`src/rtl/ddr3_tg_pkg.sv`:
```
// Shared types and helpers for the DDR3 write/read-back traffic generator.
`default_nettype none

package ddr3_tg_pkg;

   typedef enum logic [2:0] {
      IDLE    = 3'd0,
      WR_CMD  = 3'd1,
      WR_DATA = 3'd2,
      RD_CMD  = 3'd3,
      RD_DATA = 3'd4,
      NEXT    = 3'd5,
      DONE    = 3'd6
   } tg_state_t;

   localparam logic [2:0] CMD_WR = 3'b000;
   localparam logic [2:0] CMD_RD = 3'b001;

   // One 32-bit lane of the pattern; callers replicate it across the data width.
   function automatic logic [31:0] pat_word32(input logic [31:0] base, input logic [7:0] beat);
      return base + {24'd0, beat};
   endfunction

endpackage

`default_nettype wire

```
`src/rtl/ddr3_tg_checker.sv`:
```
// Read-back checker: builds the expected word for the current read beat and
// keeps a saturating count of mismatching words.
`default_nettype none

module ddr3_tg_checker
   import ddr3_tg_pkg::*;
#(
   parameter int DATA_W = 256
) (
   input  logic              clk,
   input  logic              rst_n,
   input  logic              clear,
   input  logic              valid,
   input  logic [31:0]       pat_base,
   input  logic [7:0]        rd_beat,
   input  logic [DATA_W-1:0] rd_data,
   output logic [15:0]       err_cnt
);

   logic [DATA_W-1:0] expected;

   assign expected = {(DATA_W/32){pat_word32(pat_base, rd_beat)}};

   always_ff @(posedge clk or negedge rst_n) begin
      if (!rst_n) begin
         err_cnt <= 16'd0;
      end else if (clear) begin
         err_cnt <= 16'd0;
      end else if (valid && (rd_data != expected) && (err_cnt != 16'hFFFF)) begin
         err_cnt <= err_cnt + 16'd1;
      end
   end

endmodule

`default_nettype wire

```
`src/rtl/ddr3_traffic_gen.sv`:
```
// DDR3 write/read-back traffic generator on the DMA_APP_TOP ex_wr_*/ex_rd_* interface.
// Optional build macro TG_ERR_INJECT_EN corrupts one write word of burst 0.
`default_nettype none

module ddr3_traffic_gen
   import ddr3_tg_pkg::*;
#(
   parameter int ADDR_W     = 28,
   parameter int DATA_W     = 256,
   parameter int BURST_LEN  = 64,
   parameter int ADDR_STEP  = 512,
   parameter int NUM_BURSTS = 16,
   parameter int BASE_ADDR  = 0,
   parameter int ERR_BEAT   = 5
) (
   input  logic                I_Clk,
   input  logic                I_Rst_n,
   input  logic                I_Start,
   input  logic                init_calib_complete,
   output logic                ex_wr_start,
   output logic [ADDR_W-1:0]   ex_wr_addr,
   output logic [2:0]          ex_wr_cmd,
   output logic [7:0]          ex_wr_burst_len,
   output logic [DATA_W-1:0]   ex_wr_data,
   output logic [DATA_W/8-1:0] ex_wr_wdf_mask,
   input  logic                ex_wr_burst_start,
   input  logic                ex_wr_burst_end,
   input  logic                ex_wr_rd_en,
   output logic                ex_rd_start,
   output logic [ADDR_W-1:0]   ex_rd_addr,
   output logic [2:0]          ex_rd_cmd,
   output logic [7:0]          ex_rd_burst_len,
   input  logic [DATA_W-1:0]   ex_rd_data,
   input  logic                ex_rd_wr_en,
   output logic                O_Busy,
   output logic                O_Done,
   output logic                O_Pass,
   output logic [15:0]         O_Err_Cnt
);

   localparam logic [7:0]        LEN8       = 8'(BURST_LEN);
   localparam logic [7:0]        LAST_BEAT  = 8'(BURST_LEN - 1);
   localparam logic [31:0]       LAST_BURST = 32'(NUM_BURSTS - 1);
   localparam logic [31:0]       PAT_STEP   = 32'(BURST_LEN);
   localparam logic [ADDR_W-1:0] BASE_A     = ADDR_W'(BASE_ADDR);
   localparam logic [ADDR_W-1:0] STEP_A     = ADDR_W'(ADDR_STEP);

   tg_state_t   state, next_state;
   logic [31:0] burst_idx;
   logic [31:0] pat_base;
   logic [7:0]  wr_beat;
   logic [7:0]  rd_beat;
   logic [7:0]  wr_beat_eff;
   logic        accept;
   logic        wr_pop;
   logic        rd_valid;
   logic        last_burst;
   logic [DATA_W-1:0] clean_word;
   logic        unused_burst_start;

   // Burst acceptance is not needed: the consumer paces the data via ex_wr_rd_en.
   assign unused_burst_start = ex_wr_burst_start;

   assign accept     = (state == IDLE) && I_Start && init_calib_complete;
   assign wr_pop     = (state == WR_DATA) && ex_wr_rd_en && (wr_beat != LEN8);
   assign rd_valid   = (state == RD_DATA) && ex_rd_wr_en;
   assign last_burst = (burst_idx == LAST_BURST);

   assign ex_wr_start    = (state == WR_CMD);
   assign ex_rd_start    = (state == RD_CMD);
   assign ex_wr_cmd      = CMD_WR;
   assign ex_rd_cmd      = CMD_RD;
   assign ex_wr_wdf_mask = '0;

   // Pops beyond the burst length leave the counter at BURST_LEN; the data holds the last word.
   assign wr_beat_eff = (wr_beat == LEN8) ? LAST_BEAT : wr_beat;
   assign clean_word  = {(DATA_W/32){pat_word32(pat_base, wr_beat_eff)}};

`ifdef TG_ERR_INJECT_EN
   logic inject;
   assign inject     = (burst_idx == 32'd0) && (wr_beat_eff == 8'(ERR_BEAT));
   assign ex_wr_data = clean_word ^ {{(DATA_W-1){1'b0}}, inject};
`else
   assign ex_wr_data = clean_word;
   if (ERR_BEAT >= BURST_LEN) begin : g_err_beat_unused
   end
`endif

   always_ff @(posedge I_Clk or negedge I_Rst_n) begin
      if (!I_Rst_n) begin
         state <= IDLE;
      end else begin
         state <= next_state;
      end
   end

   always_comb begin
      next_state = state;
      case (state)
         IDLE:    if (accept) next_state = WR_CMD;
         WR_CMD:  next_state = WR_DATA;
         WR_DATA: if (ex_wr_burst_end) next_state = RD_CMD;
         RD_CMD:  next_state = RD_DATA;
         RD_DATA: if (rd_valid && (rd_beat == LAST_BEAT)) next_state = NEXT;
         NEXT:    next_state = last_burst ? DONE : WR_CMD;
         DONE:    next_state = IDLE;
         default: next_state = IDLE;
      endcase
   end

   always_ff @(posedge I_Clk or negedge I_Rst_n) begin
      if (!I_Rst_n) begin
         burst_idx       <= 32'd0;
         pat_base        <= 32'd0;
         wr_beat         <= 8'd0;
         rd_beat         <= 8'd0;
         ex_wr_addr      <= '0;
         ex_wr_burst_len <= 8'd0;
         ex_rd_addr      <= '0;
         ex_rd_burst_len <= 8'd0;
         O_Busy          <= 1'b0;
         O_Done          <= 1'b0;
         O_Pass          <= 1'b0;
      end else begin
         if (accept) begin
            burst_idx       <= 32'd0;
            pat_base        <= 32'd0;
            wr_beat         <= 8'd0;
            rd_beat         <= 8'd0;
            ex_wr_addr      <= BASE_A;
            ex_wr_burst_len <= LEN8;
            O_Busy          <= 1'b1;
            O_Done          <= 1'b0;
            O_Pass          <= 1'b0;
         end
         if (wr_pop) begin
            wr_beat <= wr_beat + 8'd1;
         end
         if (rd_valid) begin
            rd_beat <= rd_beat + 8'd1;
         end
         if ((state == WR_DATA) && ex_wr_burst_end) begin
            ex_rd_addr      <= ex_wr_addr;
            ex_rd_burst_len <= LEN8;
         end
         if (state == NEXT) begin
            if (last_burst) begin
               O_Busy <= 1'b0;
               O_Done <= 1'b1;
               O_Pass <= (O_Err_Cnt == 16'd0);
            end else begin
               burst_idx  <= burst_idx + 32'd1;
               pat_base   <= pat_base + PAT_STEP;
               wr_beat    <= 8'd0;
               rd_beat    <= 8'd0;
               ex_wr_addr <= ex_wr_addr + STEP_A;
            end
         end
      end
   end

   ddr3_tg_checker #(
      .DATA_W(DATA_W)
   ) u_checker (
      .clk      (I_Clk),
      .rst_n    (I_Rst_n),
      .clear    (accept),
      .valid    (rd_valid),
      .pat_base (pat_base),
      .rd_beat  (rd_beat),
      .rd_data  (ex_rd_data),
      .err_cnt  (O_Err_Cnt)
   );

endmodule

`default_nettype wire

```
`config.mk`:
```
export PLATFORM = sky130hd
export DESIGN_NAME = ddr3_traffic_gen
export DESIGN_NICKNAME = d
export VERILOG_FILES = /design/src/rtl/ddr3_tg_pkg.sv /design/src/rtl/ddr3_tg_checker.sv /design/src/rtl/ddr3_traffic_gen.sv
export SDC_FILE = /design/constraint.sdc
export NUM_CORES = 1
export LEC_CHECK = 0
export ABC_AREA = 1
export BUFFER_PORTS_ARGS = -buffer_cell sky130_fd_sc_hd__buf_2
export CAP_MARGIN = 20
export CORE_AREA = 2 2 255 257
export CTS_CLUSTER_DIAMETER = 150
export DETAILED_ROUTE_END_ITERATION = 10
export DIE_AREA = 0 0 257 259
export MAX_ROUTING_LAYER = met4
export PLACE_DENSITY = 0.45
export SYNTH_ARGS = -nofsm -noshare
export SYNTH_HDL_FRONTEND = slang
export SYNTH_SLANG_ARGS = --single-unit
```
`constraint.sdc`:
```
create_clock -name I_Clk -period 3.4 [get_ports I_Clk]
set_input_delay 0.34 -clock I_Clk [delete_from_list [all_inputs] [get_ports I_Clk]]
set_output_delay 0.34 -clock I_Clk [all_outputs]
set_load 0.005 [all_outputs]
```
==> run metrics <==
PD cells=291 nW/µm²; IO Pins=651; CTS tree=yes; vias per std cell=4.37; Min-Delay Path Depth=3; Tightest Hold Check Type=input port to flop; post-route insts no fill=3,957; CTS buffer count=17; PortBufs=approximately 600; failing checks=negative setup slack; pin count of the biggest net entering global routing=73; Final Hold Violating Endpoints=0; maximum VDD drop=roughly 0.34 mV; Post-Route WL=64.9 mm; Worst-path clk slew=0.07 ns; Hold Path End=state[0]$_DFFE_PN0P_; die area=66,600 µm²; Final setup viols=approximately 190; combinational cell fraction of total power=0.359; mapped cell area=15,700 µm²; Site Rows=93; Clock Latency Late Sink=0.45 ns; most frequent cells in the layout=nand2_1 (676), buf_2 (420), inv_1 (299); total congestion overflow=0; TNS Setup=-62.33 ns; FF-to-FF setup slack=0.04 ns; Slew Limit Headroom=0.158; Worst R2R Start=pat_base[0]$_DFFE_PN0N_; fin util=0.351; Slew @ Worst Pin=1.26 ns; Seq/Total Area, Yosys=0.254; Switch Pwr=0.00228 W; die width=257 µm; Max H-tree Level=4; worst stage delay on the critical path=0.40 ns; GRT Util Overall=0.191; Syn Inst Count=around 2,500; Starting Density=0.246; PnR worst setup slack=-0.478 ns; First-pass DRT Iterations=5; MaxCap Viol Count=0; post-synthesis register bit count=160; Die Span Y=259 µm; ANT nets after route=0; Placed Cells=slightly below 4,000; number of global-route vias before repair=16,400; Max clock buf depth=2; RSZ-0062 raised after global routing=true; ys flop type=dfrtp_1; status=finished with violations; crit path capture type=output pin; met1 global-route usage=0.227; critical path's most frequent cell=a21o_1; Cell Int Power=roughly 0.0042 W; crit path max fanout=8; Sw Ratio=0.349; Syn. warnings=0; Tmin final=3.88 ns; wire per inst=16.4 µm; DRC=0; synth unique cells=61; Crit Path Category=flop to output pin; initial antenna violation count=10; crit path cell chain=nor4_4 > nand4_1 > nand2_1 > ha_1 > a21o_1 > a31oi_4 > o21ai_2 > a21oi_2 > o21bai_2 > a21o_1 > nand2_4 > nor3_4 > xor2_2 > buf_6 > buf_2; core area=63,900 µm²; Peak Freq=0.258 GHz; placed wire-length estimate=52.7 mm; area grow syn2layout=42.6%; Sink Count=160; CP Data Required Time=3.06 ns; nets=between 3,000 and 4,000; leading cell type in the layout, fill and taps excluded=nand2_1; crit path DAT=3.54 ns; Worst R2R End=u_checker.err_cnt[5]$_DFFE_PN0P_; CP max-delay cell=dfrtp_1; GR peak layer=met2; clock skew=0.0133 ns; met2 usage=0.331; clock root buffer=clkbuf_16; layout cells sized above 1=0.350; fin. max-slew vios=0; Post-synth EDFFs=0; via count=around 17,000; global placement routability congestion=0.923; reg2reg path depth=24; CP Launch Type=flop; Avg Inst Size Synth=between 6 and 7 µm²; final worst-path cycle share=1.14; leakage=12.0 nW; ys async rst share=1.00; DR iter-0 viols=roughly 940; sequential share of power=0.332; met3 Track Usage GR=0.0294; first-pass GRT wire length=roughly 96 mm; Clk pwr share=0.309; hold_sp=ex_wr_burst_end
-- state kept, by name (all words and copies together) (netlist names) --
register,cells
burst_idx,32
pat_base,32
ex_rd_addr,28
ex_wr_addr,28
u_checker.err_cnt,16
rd_beat,8
wr_beat,8
state,3
O_Busy,1
O_Done,1
O_Pass,1
ex_rd_burst_len,1
ex_wr_burst_len,1
-- final cells by class --
class	instances	area [µm²]
tap	855	1070
inverter	313	1180
multi-input combinational	1747	9310
antenna	6	15.0
sequential	160	4000
timing repair buffer	845	6270
clock inverter	13	164
fill	6899	41400
clock buffer	18	429
-- through the flow --
step / instance area (µm²) / power [W] / setup WS, ns / hold WS [ns]
2_1_floorplan: 15900 / 0.00352 / 0.00294 / 0.0444
3_3_place_gp: 19500 / 0.00431 / -0.432 / 0.354
3_5_place_dp: 19500 / 0.00430 / -0.452 / 0.356
4_1_cts: 21600 / 0.00644 / -0.532 / 0.239
5_1_grt: 22400 / 0.00696 / -0.720 / 0.257
6_report: 22400 / 0.00653 / -0.478 / 0.264
-- how the worst max path moves through the flow --
| stage | slack (ns) | cells past startpoint | from | end |
|---|---|---|---|---|
| 2_1_floorplan | 0.003 | 16 | wr_beat[0]$_DFF_PN0_ | ex_wr_data[127] |
| 3_3_place_gp | -0.43 | 15 | wr_beat[4]$_DFF_PN0_ | ex_wr_data[111] |
| 3_5_place_dp | -0.45 | 15 | wr_beat[4]$_DFF_PN0_ | ex_wr_data[111] |
| 4_1_cts | -0.53 | 18 | wr_beat[6]$_DFF_PN0_ | ex_wr_data[61] |
| 5_1_grt | -0.72 | 16 | wr_beat[4]$_DFF_PN0_ | ex_wr_data[95] |
| 6_report | -0.48 | 15 | wr_beat[4]$_DFF_PN0_ | ex_wr_data[47] |
-- power by group through the flow --
stage          Combinational [W]  Sequential (W)  Clock (W)
6_report                 0.00234         0.00217    0.00202
5_1_grt                  0.00261         0.00219    0.00216
4_1_cts                  0.00219         0.00217    0.00209
3_5_place_dp             0.00211         0.00220          0
3_3_place_gp             0.00211         0.00220          0
2_1_floorplan            0.00132         0.00219          0
-- repair_timing --
item | in CTS | in global routing
hold buffers | 1 | 0
setup buffers | 10 | 13
cloned | 0 | 3
endpoints found under the setup margin | 219 | 232
pin swaps | 25 | 55
hold endpoints to repair | 51 | 0
gates resized for setup | 272 | 137
-- synth_stat cells (all sizes together) (8+ instances only) --
library cell,n,share of area
nor2,242,0.061
ha,24,0.019
nand4,43,0.017
buf,291,0.14
a211oi,8,0.0038
inv,310,0.074
o21ai,109,0.035
nand3b,38,0.018
nor4,16,0.0064
a21oi,50,0.016
nand2,744,0.18
nand3,249,0.083
clkbuf,21,0.0051
dfrtp,160,0.25
nor3,35,0.011
xor2,46,0.026
mux2,11,0.0079
-- kinds of logic (layout without fill, tap and decap cells) --
logic type	after synthesis	in the layout	synth area share
flops	160	160	0.254
xor+xnor	52	52	0.0289
mux	15	15	0.0104
fa+ha+maj	26	26	0.0216
other cells	2	58	0.000477
compound gates	217	217	0.0784
buf+inv	625	1189	0.218
simple gates	1384	1385	0.388
-- metal layers --
metal | vias up | share of wire
met2 | 514 | 0.50
met4 | 0 | 0.033
li1 | 8808 | -
met1 | 7872 | 0.42
met3 | 83 | 0.049
met5 | - | 0
-- critical path, delay by kind of cell, from the launching register on --
kind                       cells  cell delay, ns
adders and majority gates      1            0.15
AOI/OAI and AO/OA              6            0.83
DFF                            1            0.40
xor gates and xnor gates       1            0.27
buffers and inverters          2            0.36
and+or+nand+nor                5            1.09
Note: power is estimated with default switching activity, not from simulation.
